## config.mk

```make
export PLATFORM = sky130hd
export DESIGN_NAME = addr_decode_reg
export DESIGN_NICKNAME = d
export VERILOG_FILES = /design/src/rtl/addr_decode_reg_pkg.sv /design/src/rtl/addr_rule_match.sv /design/src/rtl/addr_decode_reg.sv
export SDC_FILE = /design/constraint.sdc
export NUM_CORES = 1
export LEC_CHECK = 0
export ABC_AREA = 0
export CAP_MARGIN = 20
export CELL_PAD_IN_SITES_DETAIL_PLACEMENT = 1
export CELL_PAD_IN_SITES_GLOBAL_PLACEMENT = 1
export CORE_ASPECT_RATIO = 1.25
export CORE_MARGIN = 1.5
export CORE_UTILIZATION = 24
export DETAILED_ROUTE_END_ITERATION = 6
export PLACE_DENSITY_LB_ADDON = 0.1
export SYNTH_ARGS = -nofsm -noshare
export SYNTH_HDL_FRONTEND = slang
export SYNTH_SLANG_ARGS = --single-unit
```

## constraint.sdc

```tcl
create_clock -name clk_i -period 1.85 [get_ports clk_i]
set_clock_uncertainty 0.2 [all_clocks]
set_input_delay 0.37 -clock clk_i [delete_from_list [all_inputs] [get_ports clk_i]]
set_output_delay 0.37 -clock clk_i [all_outputs]
set_load 0.02 [all_outputs]
```

## src/rtl/addr_decode_reg_pkg.sv

```systemverilog
// Shared types and constants for the registered address decoder.
// Provides a default 32-bit address and rule type. Instantiating modules may
// pass their own rule_t as long as it has idx, start_addr and end_addr fields.
package addr_decode_reg_pkg;

  localparam int unsigned AddrWidth32 = 32;

  typedef logic [AddrWidth32-1:0] addr32_t;

  // One half-open range [start_addr, end_addr) mapped onto idx.
  typedef struct packed {
    int unsigned idx;
    addr32_t     start_addr;
    addr32_t     end_addr;
  } rule32_t;

  localparam int unsigned RuleWidth32 = $bits(rule32_t);

  // Width of an index able to hold values 0 .. num_idx-1; never less than 1.
  function automatic int unsigned idx_width(int unsigned num_idx);
    return (num_idx > 1) ? $clog2(num_idx) : 1;
  endfunction

endpackage

```

## src/rtl/addr_rule_match.sv

```systemverilog
// Combinational comparator for a single address rule.
// Ports:
//   addr_i       address under test
//   start_addr_i inclusive lower bound of the rule
//   end_addr_i   exclusive upper bound of the rule
//   match_o      high when start_addr_i <= addr_i < end_addr_i (unsigned)
// A rule with end_addr_i <= start_addr_i can never satisfy both bounds, so
// empty and inverted rules never match and no wrap-around is possible.
module addr_rule_match
  import addr_decode_reg_pkg::*;
#(
  parameter type addr_t = addr32_t
) (
  input  addr_t addr_i,
  input  addr_t start_addr_i,
  input  addr_t end_addr_i,
  output logic  match_o
);

  always_comb begin
    match_o = (addr_i >= start_addr_i) && (addr_i < end_addr_i);
  end

endmodule

```

## src/rtl/addr_decode_reg.sv

```systemverilog
// Registered address decoder.
// Searches a runtime rule table for the range containing addr_i and reports
// the matching index one clock later. The highest-numbered matching rule wins.
// Ports:
//   clk_i            clock, rising edge
//   rst_i            asynchronous active-high reset, clears all outputs
//   addr_i           address to decode
//   addr_map_i       rule table, not stored; changes apply on the next edge
//   en_default_idx_i on a miss, report default_idx_i instead of an error
//   default_idx_i    index reported on a miss when the default is enabled
//   idx_o            registered decoded index
//   dec_valid_o      registered: some rule matched
//   dec_error_o      registered: no match and default disabled
module addr_decode_reg
  import addr_decode_reg_pkg::*;
#(
  parameter int unsigned NoIndices = 32'd1,
  parameter int unsigned NoRules   = 32'd1,
  parameter type         addr_t    = addr32_t,
  parameter type         rule_t    = rule32_t,
  parameter int unsigned IdxWidth  = (NoIndices > 1) ? $clog2(NoIndices) : 1
) (
  input  logic                  clk_i,
  input  logic                  rst_i,
  input  addr_t                 addr_i,
  input  rule_t [NoRules-1:0]   addr_map_i,
  input  logic                  en_default_idx_i,
  input  logic [IdxWidth-1:0]   default_idx_i,
  output logic [IdxWidth-1:0]   idx_o,
  output logic                  dec_valid_o,
  output logic                  dec_error_o
);

  logic [NoRules-1:0]  match;
  logic [IdxWidth-1:0] idx_d, idx_q;
  logic                valid_d, valid_q;
  logic                error_d, error_q;
  logic                unused_idx_bits;

  for (genvar r = 0; r < NoRules; r++) begin : g_rule
    addr_rule_match #(
      .addr_t (addr_t)
    ) u_match (
      .addr_i       (addr_i),
      .start_addr_i (addr_map_i[r].start_addr),
      .end_addr_i   (addr_map_i[r].end_addr),
      .match_o      (match[r])
    );
  end

  // Ascending scan: a later match overwrites an earlier one, so the highest
  // array position wins among overlapping rules.
  always_comb begin
    logic                hit;
    logic [IdxWidth-1:0] win_idx;
    hit             = 1'b0;
    win_idx         = '0;
    unused_idx_bits = 1'b0;
    for (int unsigned r = 0; r < NoRules; r++) begin
      unused_idx_bits = unused_idx_bits ^ (^addr_map_i[r].idx);
      if (match[r]) begin
        hit     = 1'b1;
        win_idx = IdxWidth'(addr_map_i[r].idx);
      end
    end

    idx_d   = '0;
    valid_d = 1'b0;
    error_d = 1'b0;
    if (hit) begin
      idx_d   = win_idx;
      valid_d = 1'b1;
    end else if (en_default_idx_i) begin
      idx_d = default_idx_i;
    end else begin
      error_d = 1'b1;
    end
  end

  always_ff @(posedge clk_i or posedge rst_i) begin
    if (rst_i) begin
      idx_q   <= '0;
      valid_q <= 1'b0;
      error_q <= 1'b0;
    end else begin
      idx_q   <= idx_d;
      valid_q <= valid_d;
      error_q <= error_d;
    end
  end

  assign idx_o       = idx_q;
  assign dec_valid_o = valid_q;
  assign dec_error_o = error_q;

  initial begin : param_check
    if (NoIndices == 0) $fatal(1, "addr_decode_reg: NoIndices must be at least 1");
    if (NoRules == 0) $fatal(1, "addr_decode_reg: NoRules must be at least 1");
    if ($bits(addr_i) != $bits(addr_map_i[0].start_addr)) begin
      $fatal(1, "addr_decode_reg: addr_t width differs from rule start_addr width");
    end
  end

  always @(posedge clk_i) begin
    if (!rst_i) begin
      for (int unsigned r = 0; r < NoRules; r++) begin
        assert (addr_map_i[r].idx < NoIndices)
          else $error("addr_decode_reg: rule %0d idx out of range", r);
      end
      if (en_default_idx_i) begin
        assert (default_idx_i < NoIndices)
          else $error("addr_decode_reg: default_idx_i out of range");
      end
    end
  end

endmodule

```

==> flow_metrics.py <==
metrics = {
    "clock_network": {
        "clkTransAtPathRegs_ps": 30,
        "cts_max_level": 1,
        "clockBufferDepth": 2,
        "cts_hold_buffers": 0,
        "cts_num_sinks": 3,
        "cts_tree": "yes",
        "cts_buffers": 3,
        "cts_root_buf": "clkbuf_8",
    },
    "floorplanning": {
        "fp.dieArea_um2": 7520,
        "rows": 33,
        "die_h_um": 96.6,
        "die_x_um": 77.9,
        "start_util_pct": 25.1,
        "core_area_um2": 6690,
        "io_pins": 135,
    },
    "synthesis": {
        "synth_top_family_by_area": "adder cells",
        "synth_compound_area_share_pct": 20.3,
        "synth_area_um2": 1680,
        "async_flop_share_pct": 100,
        "yosysUniqueCellTypes": 29,
        "synthAdderAreaFrac_pct": 46.9,
        "synthesis.nets": 422,
        "seq_area_frac_synth_pct": 4.46,
        "synthSimpleGateAreaFrac_pct": 13.2,
        "synth_edf_count": 0,
        "ys_ff_latch": 3,
        "syn-mean-instance-area_um2": 7.41,
        "yosysWarnings": 0,
        "synth_mux_area_share_pct": 0.595,
        "synth_ff_type": "dfrtp_1",
        "yosys.area_share.xor_xnor_pct": 0,
        "synthCells": 227,
    },
    "critical_path": {
        "cp.arrival_ps": 2040,
        "critPathKind": "primary input to flop",
        "required_ps": 1770,
        "worstSetupStartpoint": "addr_i[2]",
        "worstPathMaxFanout": 3,
        "end_kind": "flop",
        "cp-start-kind": "primary input",
    },
    "cells_and_area": {
        "fin_nets": 555,
        "fill_cells": 757,
        "antenna_cells": 0,
        "drive_gt1_share_pct": 66.6,
        "final_common_cell": "ha_4",
        "utilization_pct": 57.2,
        "final_cell_mix": "ha_4, inv_2, buf_4, dlygate4sd2_1, buf_6",
        "area_growth_pct": 127,
    },
    "drt": {
        "dr.first_iter.drc_count": 20,
        "ant_nets": 0,
        "vias_per_cell": 4.70,
        "firstDrtPassIters": 4,
        "drc": 0,
        "postRouteWirelength_um": 6460,
        "wl_per_cell_um": 14.5,
        "route.vias.total": 2095,
    },
    "timing": {
        "timing_max_transition_violations_final": 0,
        "fin_crit_sh_pct": 115,
        "fin_ws_ps": -268,
        "setup_viol": 3,
        "worst_pin_slew_ps": 295,
        "relSlewSlack_pct": 80.3,
        "final_hold_viol_count": 0,
        "rsz0062_at_grt": "true",
        "fin_crit_ps": 2120,
        "fmax_mhz": 472,
    },
    "global_routing": {
        "grt_max_degree": 5,
        "overflow": 0,
        "grt_pass1_vias": 2389,
        "grt_usage_pct": 17.4,
        "grt_pass1_wl_um": 10600,
        "antenna_found_initial": 0,
    },
    "outcome": {
        "status": "complete, but fails checks",
        "failed_checks": "negative setup slack",
    },
    "pwr": {
        "power_density_nw_per_um2": 292,
        "pwr-share-comb_pct": 76.6,
        "p_sw_share_pct": 37.3,
        "finalPower_mw": 1.12,
        "p_sw_uw": 417,
        "power_frac_seq_pct": 6.8,
        "peakVddDrop_uv": 166,
        "power.leakage_nw": 1.69,
        "internal_power_uw": 699,
        "p_clk_share_pct": 16.7,
    },
    "run": {
        "drv_cap": 0,
    },
    "placed_design": {
        "globalplace.congestion": 0.739,
        "numPortBuffers": 103,
        "hpwl_um": 4850,
        "dp_slack_ps": -978,
    },
    "min_path": {
        "hold_class": "primary input to async pin",
    },
}
worst max-delay path, cell delays in order:
cell and delay [ps]:
buf_8 100, ha_4 230, a211o_1 290, o2111ai_2 240, o2111ai_4 160, a221oi_4 390
mux2i_1 260
synth_stat cells, types with 2 or more instances:
master	n	share of area (%)
a211oi_1	2	0.89
a21o_1	3	1.3
a21oi_1	22	6.5
a221o_1	2	1.2
and4_1	3	1.6
dfrtp_1	3	4.5
ha_1	63	47
inv_1	65	15
nand2_1	16	3.6
nand3_1	4	1.2
nand4_1	10	3.7
nor2_1	5	1.1
nor3_1	2	0.60
nor4_1	2	0.74
o2111ai_1	3	1.6
o211ai_1	2	0.89
o21a_1	2	0.89
o21ai_0	7	2.1
power by group through the flow:
stage	Sequential (mW)	Clock [mW]	Combinational, mW
after detailed placement	0.0766	0	0.631
final	0.0756	0.186	0.854
after global placement	0.0757	0	0.620
after floorplan	0.0859	0	0.259
after CTS	0.0757	0.187	0.812
after global routing	0.0758	0.194	0.952
final cells by class:
type / instances / area, um2 / area share (%)
clock buffers: 4 / 45.0 / 1.18
repair buffers: 128 / 1070 / 28.0
multi-input cells: 159 / 2270 / 59.3
well taps: 87 / 109 / 2.85
inverters: 65 / 256 / 6.71
flip-flops and latches: 3 / 75.1 / 1.96
metal layers:
layer	share of wire, %	global-route usage, %	vias to the layer above
met4	0.28	1.97	0
met3	3.0	0.751	2
li1	-	-	1058
met2	60	38.6	56
met5	0	0	-
met1	37	18.0	979
sequential cells by signal, summed over array words and instances, names as in the netlist:
signal,flops
dec_valid_o,1
dec_error_o,1
idx_o,1
kinds of logic after synthesis:
logic type | count (synthesis)
adders and majority gates | 63
AOI/OAI and AO/OA | 51
and+or+nand+nor | 44
buffers and inverters | 65
muxes | 1
DFF | 3
worst max-delay path by stage:
stage	endpoint	slack (ps)	depth (start not counted)
floorplan	idx_o	-160	8
global placement	idx_o	-920	9
detailed placement	idx_o	-980	9
CTS	idx_o	-270	7
global route	idx_o	-340	9
finish	idx_o	-270	7
stage by stage:
stage | cells | hold WS (ps) | setup TNS (ps) | cell area, um2
3_3_place_gp | 435 | 347 | -2520 | 3060
5_1_grt | 446 | 180 | -687 | 3820
3_5_place_dp | 435 | 360 | -2700 | 3060
4_1_cts | 442 | 169 | -533 | 3790
2_1_floorplan | 227 | -76.4 | -253 | 1780
6_report | 446 | 173 | -491 | 3820
repair_timing:
item	4_1_cts	5_1_grt
pin swaps	85	50
gates resized for setup	391	64
buffers inserted	4	4
gates cloned	0	0
endpoints found under the setup margin	3	3
(Power assumes the default switching activity.)
